==> config.mk <==
export PLATFORM = sky130hd
export DESIGN_NAME = sat_counter
export DESIGN_NICKNAME = d
export VERILOG_FILES = /design/src/rtl/lfsr_checker_sat_counter.sv
export SDC_FILE = /design/constraint.sdc
export NUM_CORES = 1
export LEC_CHECK = 0
export CORE_MARGIN = 3
export CORE_UTILIZATION = 35
export CTS_CLUSTER_SIZE = 24
export DETAILED_ROUTE_END_ITERATION = 6
export SYNTH_ARGS = -nofsm -noshare
export SYNTH_HDL_FRONTEND = slang
export SYNTH_SLANG_ARGS = --single-unit
==> constraint.sdc <==
create_clock -name clk -period 2.1 [get_ports clk]
set_input_delay 0.42 -clock clk [delete_from_list [all_inputs] [get_ports clk]]
set_output_delay 0.42 -clock clk [all_outputs]
set_load 0.01 [all_outputs]
==> src/rtl/lfsr_checker_sat_counter.sv <==
// Saturating up-counter with synchronous clear; clear wins over increment.
module sat_counter #(
  parameter int unsigned CNT_W = 16
) (
  input  logic             clk,
  input  logic             rst,
  input  logic             inc_i,
  input  logic             clr_i,
  output logic [CNT_W-1:0] cnt_o
);

  logic [CNT_W-1:0] cnt_q, cnt_d;

  always_comb begin
    cnt_d = cnt_q;
    if (clr_i) begin
      cnt_d = '0;
    end else if (inc_i && (cnt_q != {CNT_W{1'b1}})) begin
      cnt_d = cnt_q + CNT_W'(1);
    end
  end

  always_ff @(posedge clk or posedge rst) begin
    if (rst) begin
      cnt_q <= '0;
    end else begin
      cnt_q <= cnt_d;
    end
  end

  assign cnt_o = cnt_q;

endmodule

# After elaboration in Yosys (flattened, before gate mapping)
# Index checks and enable logic that the tools add are counted.
# totals
regBits	16
input_bits	4
wordCells	7
# op_classes
addsub	1
eq_ne	1
muxes	2
reduce_logical	2
# ops
op	n
$mux 16	2
$add 16x1->16 const B	1
$ne 16x16->1 const B	1
$reduce_bool 2->1	1
$logic_and 1x1->1	1

# Longest topological paths before layout
# Gate-level depths: netlist of the first run.
# logic_depth
ltp_word	4
depth_mapped	6

# Least setup slack after synthesis of the first run
# No wires, ideal clock.
# synth_path
kind	reg2reg
start	reg cnt_q[0] (netlist: cnt_o[0])
end	reg cnt_q[0] (netlist: cnt_o[0])
setup_time_ps	125
arrival_time_ps	1698
required_time_ps	1975
path_slack_ps	277
stages_incl_launch_ff	7
period_less_slack_ps	1823
path_cell_list	dfrtp_1 > ha_1 > clkbuf_1 > nand3_1 > nor4_1 > nor2b_1 > mux2_2
# synth_via
elab_chain_cells	3
word_cells_on_any_way	6
classes_between	add/sub (1); eq/ne (1); mux (2); reduce/logical (2)
# synth_lines
item	line	rtl
start, declared	12	logic [CNT_W-1:0] cnt_q, cnt_d;
start signal, assigned	27	cnt_q <= cnt_d;
$add 16x1->16 / $ne 16x16->1 (equally long branches)	19, 18	
$mux 16 / $logic_and 1x1->1 (equally long branches)	18	end else if (inc_i && (cnt_q != {CNT_W{1'b1}})) begin
$mux 16 / $reduce_bool 2->1 (equally long branches)	n/a	
# Parallel ways exist; a longest one is shown, timed or not. The select of a mux whose other input is x is not followed.
# A chain may end at the register's enable or synchronous reset.

# Worst setup path in the final report of the first run
# layout_path
start	reg cnt_q[2] (netlist: cnt_o[2])
end	reg cnt_q[13] (netlist: cnt_o[13])
# Same word-level chain as after synthesis.

==> flow_summary.ini, run 1 <==
[cells_and_area]
drive_above_1_share_pct = 11.3
post_layout_nonfiller_instances = 154
layout_commonest_cell = sky130_fd_sc_hd__clkdlybuf4s50_1
final_cell_mix = sky130_fd_sc_hd__clkdlybuf4s50_1, sky130_fd_sc_hd__dfrtp_1, sky130_fd_sc_hd__a21oi_1
total_nets_final = 130
flip_flop_count_of_the_largest_register_after_layout = 16
fin_area_sq_mm = 0.00120
area_delta_synth_final_pct = 28.9
antenna_cells = 0
finalCoreUtilization_pct = 48.0

[synthesis]
syn-cell-area_sq_um = 932
synth_area_leaders = sky130_fd_sc_hd__dfrtp_1, sky130_fd_sc_hd__a21oi_1, sky130_fd_sc_hd__or4_1, sky130_fd_sc_hd__o31ai_1, sky130_fd_sc_hd__or3_1
synth_top_area_share_pct = 43.0
postSynthCellCount = 101
syn-num-nets = 106
avgSynthCellArea_sq_um = 9.23
yosysTopAreaCell = sky130_fd_sc_hd__dfrtp_1
postSynthRegisterBits = 16
yosysSeqAreaShare_pct = 43.0
yosysWarnings = 0
yosys.cell_types.count = 29

[clock_tree]
clkSlewWorstSetupHoldPaths_ns = 0.10
post-cts-setup-buffers = 0
htree_levels = 1
post_cts_resize_count = 0
insertion_delay_ns = 0.29
hold_buffers = 0
numCtsBuffers = 3
clock_tree.buffer_depth = 2
tritoncts = built
clockRootBuffer = sky130_fd_sc_hd__clkbuf_4
cts_sinks = 16

[placed_design]
placed_cell_area_sq_mm = 0.00116
finalWeightedCongestion = 0.782
dp_hpwl_microns = 1550
placedCellCount = 150
place.port_buffers = 19

[global_route]
grt_overflow = 0
maximum_number_of_pins_on_one_net_before_global_route_repair = 17
grt_pass1_wl_microns = 3800
grt_util_all_layers_pct = 14.5
grt_pass1_vias = 842
grt_antenna_before_repair = 0

[route]
drc = 0
drtAntennaViolNets = 0
finalWirelength_microns = 2150
dr.pass1.iters = 4
vias = 890
post_drt_via_cell_ratio = 5.78
route.detailed.wl_per_inst_microns = 14.0
first_iter_violations = 24

[power]
seq_power_share_pct = 55.1
comb_power_share_pct = 7.8
power-per-cell-area_mw_per_mm2 = 479
switching_share_pct = 23.8
net-switching-power_uw = 137
internal-power_uw = 438
p_clk_share_pct = 37.1
static-leakage-power_nw = 0.431
ir_worst_vdd_mv = 0.310

[worst_setup_path]
setup.worst_path.start_class = flip-flop
ff2ff_setup_slack_ns = 0.21
worst-endpoint-required_ns = 2.33
critical_path_start = cnt_o[2]$_DFFE_PP0P_
capture_point_of_the_worst_reg_to_reg_path = cnt_o[13]$_DFFE_PP0P_
critical_path_peak_fanout = 8
worst-endpoint-arrival_ns = 2.12
end_kind = flip-flop
rr_startpoint = cnt_o[2]$_DFFE_PP0P_
critical_path_class = flip-flop to flip-flop
reg2reg_depth = 4

[sta]
final_hold_viol_count = 0
fmax_mhz = 529
fin_crit_ns = 1.89
finalHoldWorstSlack_ns = 0.475
headroom_to_the_max_slew_limit_pct = 60.8
slew_viol_final = 0
setup_viol = 0
final.setup.tns_ns = 0
max_slew.worst_pin.slew_ns = 0.588
clock-skew-final_ns = 0.00118
setup_repair_after_global_routing_missed_its_margin = false
min_period_over_period_pct = 90.0

[floorplan]
io-pin-count = 20
initial_utilization_pct = 37.3
fp.dieArea_sq_mm = 0.00332
dieHeight_microns = 57.6
rows = 18
fp.coreArea_sq_mm = 0.00250
die_x_microns = 57.6

[status]
result_of_the_run = finished, final reports clean

[run]
drv.max_cap_violation_count = 0

[hold_path]
min_path_type = input port to async pin
## critical path, cell delays in order (launching register included)
cell	delay, ns
sky130_fd_sc_hd__dfrtp_1	0.47
sky130_fd_sc_hd__nand4_1	0.22
sky130_fd_sc_hd__or4_4	0.57
sky130_fd_sc_hd__or4_1	0.41
sky130_fd_sc_hd__a21oi_1	0.15
## synthesized netlist by cell type
cell type	instances
sky130_fd_sc_hd__dfrtp_1	16
sky130_fd_sc_hd__a21oi_1	12
sky130_fd_sc_hd__nand3_1	7
sky130_fd_sc_hd__nand2_1	6
sky130_fd_sc_hd__or3_1	6
sky130_fd_sc_hd__or4_1	6
sky130_fd_sc_hd__o21ai_0	5
sky130_fd_sc_hd__o31ai_1	5
sky130_fd_sc_hd__nand4_1	4
sky130_fd_sc_hd__nor3_1	4
sky130_fd_sc_hd__inv_1	3
sky130_fd_sc_hd__nor2_1	3
sky130_fd_sc_hd__nor2b_1	3
sky130_fd_sc_hd__nor4_1	3
sky130_fd_sc_hd__mux2_2	2
sky130_fd_sc_hd__nand2b_1	2
sky130_fd_sc_hd__o41ai_1	2
sky130_fd_sc_hd__a31oi_1	1
sky130_fd_sc_hd__and4_1	1
sky130_fd_sc_hd__buf_4	1
sky130_fd_sc_hd__clkbuf_1	1
sky130_fd_sc_hd__clkbuf_2	1
sky130_fd_sc_hd__dlygate4sd1_1	1
sky130_fd_sc_hd__ha_1	1
sky130_fd_sc_hd__mux2i_1	1
sky130_fd_sc_hd__nand4_4	1
sky130_fd_sc_hd__or3_2	1
sky130_fd_sc_hd__or4_2	1
sky130_fd_sc_hd__or4_4	1
## worst max-delay path by stage
stage                            end  cells after the start
2_1_floorplan   cnt_o[0]$_DFFE_PP0P_                      6
3_3_place_gp   cnt_o[13]$_DFFE_PP0P_                      5
3_5_place_dp   cnt_o[13]$_DFFE_PP0P_                      5
4_1_cts        cnt_o[13]$_DFFE_PP0P_                      4
5_1_grt        cnt_o[13]$_DFFE_PP0P_                      4
6_report       cnt_o[13]$_DFFE_PP0P_                      4
## logic make-up (layout without fill, tap and decap cells)
group,Yosys count,count (layout),synth area share [%]
AO/OA/AOI/OAI,25,25,15.7
adder cells (fa/ha/maj),1,1,1.34
buffers and inverters,7,30,3.89
flip-flops,16,16,43.0
multiplexers,3,3,3.49
AND/OR/NAND/NOR,49,49,32.6
## final cells by class
type | count | area, sq um
flip-flops and latches | 16 | 400
clock buffers | 4 | 36.3
repair buffers | 23 | 220
well taps | 30 | 37.5
fillers | 238 | 1300
inverters | 3 | 11.3
multi-input cells | 78 | 495
## power by group through the flow
stage	clock (mW)	combinational [mW]	sequential, mW
finish	0.213	0.0449	0.317
global route	0.234	0.0507	0.318
CTS	0.215	0.0458	0.317
detailed placement	0	0.0457	0.323
global placement	0	0.0455	0.323
floorplan	0	0.0244	0.324
## routing by layer
layer  global-route usage [%]  routed length, microns  vias to the layer above
li1                         -                       -                      437
met5                        0                       0                        -
met3                     2.94                      94                        4
met1                     20.5                    1020                      428
met4                     5.96                      26                        0
met2                     21.6                    1010                       21
## stage by stage
stage / total power, mW / setup slack [ns]
finish: 0.576 / 0.209
global route: 0.603 / 0.0842
CTS: 0.578 / 0.217
detailed placement: 0.369 / -0.00604
global placement: 0.369 / 0.0124
floorplan: 0.348 / 0.277
No activity file was read; power rests on OpenSTA's default activity.
==> run 2: changes to the inputs <==
Clock period 2.1 ns to 1.68 ns, I/O delays scaled along.
==> run 2 against run 1 <==
Net effect:
- the run now ends with negative setup slack left
- count of clock-buffer cells in the layout stayed put
- worst hold slack got worse by 0.13 ns
- utilization grew 11 points
- largest cell class unchanged
==> flow_summary.ini, run 2 (same netlist as run 1, synthesis figures left out) <==
[route]
vias = 1033
finalWirelength_microns = 2560
dr.pass1.iters = 4
drc = 0
route.detailed.wl_per_inst_microns = 14.0
drtAntennaViolNets = 0
post_drt_via_cell_ratio = 5.64
first_iter_violations = 12

[floorplan]
fp.coreArea_sq_mm = 0.00250
io-pin-count = 20
die_x_microns = 57.6
rows = 18
fp.dieArea_sq_mm = 0.00332
initial_utilization_pct = 37.3
dieHeight_microns = 57.6

[power]
fin_total_pwr_uw = 686
power-per-cell-area_mw_per_mm2 = 461
ir_worst_vdd_mv = 0.434
static-leakage-power_nw = 0.701

[worst_setup_path]
setup.worst_path.start_class = flip-flop
worst-endpoint-required_ns = 1.90
timing.critical_path.max_delay_family = simple AND/OR/NAND/NOR gates
critical_path_peak_fanout = 5
crit_slowest_cell = sky130_fd_sc_hd__or4_4
critical_path.max_stage_delay_ns = 0.55
end_kind = flip-flop
worst-endpoint-arrival_ns = 1.94
critical_path_class = flip-flop to flip-flop
critPathBufInv = 0
cp_cell_sequence = nand4_1, or4_4, or4_1, a21oi_1

[cells_and_area]
nFillCells = 227
total_nets_final = 159
flip_flop_count_of_the_largest_register_after_layout = 16
area_delta_synth_final_pct = 59.6
finalCoreUtilization_pct = 59.5
final_cell_mix = sky130_fd_sc_hd__buf_4, sky130_fd_sc_hd__a21oi_1, sky130_fd_sc_hd__dfrtp_1, sky130_fd_sc_hd__dlygate4sd2_1
layout_commonest_cell = sky130_fd_sc_hd__buf_4
drive_above_1_share_pct = 39.2
antenna_cells = 0

[sta]
min_period_over_period_pct = 102
setup_viol = 3
max_slew.worst_pin.slew_ns = 0.402
clock-skew-final_ns = 0.00366
layout_setup_ws_ns = -0.0384
fin_crit_ns = 1.72
fmax_mhz = 582
headroom_to_the_max_slew_limit_pct = 73.1
final_hold_viol_count = 0
slew_viol_final = 0
setup_repair_after_global_routing_missed_its_margin = true

[clock_tree]
numCtsBuffers = 3
clock_tree.buffer_depth = 2
tritoncts = built
insertion_delay_ns = 0.29
hold_buffers = 0
cts_sinks = 16
htree_levels = 1
clockRootBuffer = sky130_fd_sc_hd__clkbuf_4
clkSlewWorstSetupHoldPaths_ns = 0.10

[global_route]
maximum_number_of_pins_on_one_net_before_global_route_repair = 17
grt_pass1_wl_microns = 4360
grt_pass1_vias = 1005
grt_antenna_before_repair = 0
global_route.peak_usage_layer = met2
grt.met1_usage_pct = 20.5
grt_overflow = 0
groute.layer.met3.usage_pct = 5.20
global_routing_met2_resource_utilization_pct = 28.4
grt_util_all_layers_pct = 16.8

[run]
drv.max_cap_violation_count = 0

[placed_design]
dp_hpwl_microns = 1810
place.port_buffers = 19
finalWeightedCongestion = 0.796

[status]
failed_checks = negative setup slack
result_of_the_run = finished with violations

[hold_path]
min_path_type = input port to async pin
-- run 2: final timing paths --
| check | startpoint | endpoint | slack (ns) | cells past startpoint |
|---|---|---|---|---|
| worst max register to register | cnt_o[5]$_DFFE_PP0P_ | cnt_o[13]$_DFFE_PP0P_ | -0.04 | 4 |
| worst max-delay path | cnt_o[5]$_DFFE_PP0P_ | cnt_o[13]$_DFFE_PP0P_ | -0.04 | 4 |
| worst min register to register | cnt_o[14]$_DFFE_PP0P_ | cnt_o[14]$_DFFE_PP0P_ | 0.60 | 2 |
| worst min-delay path | rst | cnt_o[4]$_DFFE_PP0P_ | 0.34 | 3 |
| max in group asynchronous | rst | cnt_o[15]$_DFFE_PP0P_ | 1.13 | 3 |
| min in group clk | cnt_o[14]$_DFFE_PP0P_ | cnt_o[14]$_DFFE_PP0P_ | 0.60 | 2 |
-- run 2: per-layer routing --
| layer | wire, microns | share of wire [%] |
|---|---|---|
| met5 | 0 | 0 |
| met4 | 31 | 1.2 |
| met3 | 111 | 4.3 |
| met2 | 1290 | 50 |
| met1 | 1130 | 44 |
-- run 2: worst register-to-register path, stage by stage (launching register included) --
cell and delay [ns]:
sky130_fd_sc_hd__dfrtp_1 0.39, sky130_fd_sc_hd__nand4_1 0.18, sky130_fd_sc_hd__or4_4 0.55, sky130_fd_sc_hd__or4_1 0.40, sky130_fd_sc_hd__a21oi_1 0.13
-- run 2: area by class of cell --
cell class / instances / area, sq um / share of cell area (%)
Timing Repair Buffer: 52 / 444 / 29.9
Sequential cell: 16 / 409 / 27.5
Inverter: 3 / 11.3 / 0.757
Tap cell: 30 / 37.5 / 2.52
Multi-Input combinational cell: 78 / 559 / 37.6
Clock buffer: 4 / 26.3 / 1.77
-- run 2: where the power goes --
| part | switching [mW] | total [mW] | internal (mW) | leakage [nW] |
|---|---|---|---|---|
| Clock | 0.127 | 0.220 | 0.0925 | 0.0150 |
| Sequential | 0.00563 | 0.395 | 0.390 | 0.211 |
| Combinational | 0.0362 | 0.0707 | 0.0344 | 0.476 |
-- run 2: stage by stage --
stage / hold slack [ns] / instance area (sq um) / instances / worst slack, ns / setup TNS [ns]
global placement: 0.553 / 1360 / 174 / -0.318 / -1.99
floorplan: 0.249 / 958 / 101 / -0.0657 / -0.0871
CTS: 0.345 / 1390 / 180 / -0.0442 / -0.0929
finish: 0.341 / 1490 / 183 / -0.0384 / -0.0577
detailed placement: 0.575 / 1360 / 174 / -0.333 / -2.13
global route: 0.344 / 1490 / 183 / -0.147 / -0.742
-- run 2: repair_timing --
item | in CTS | in global routing
gates resized for setup | 10 | 19
pin swaps | 5 | 4
setup buffers | 2 | 3
endpoints found under the setup margin | 14 | 19
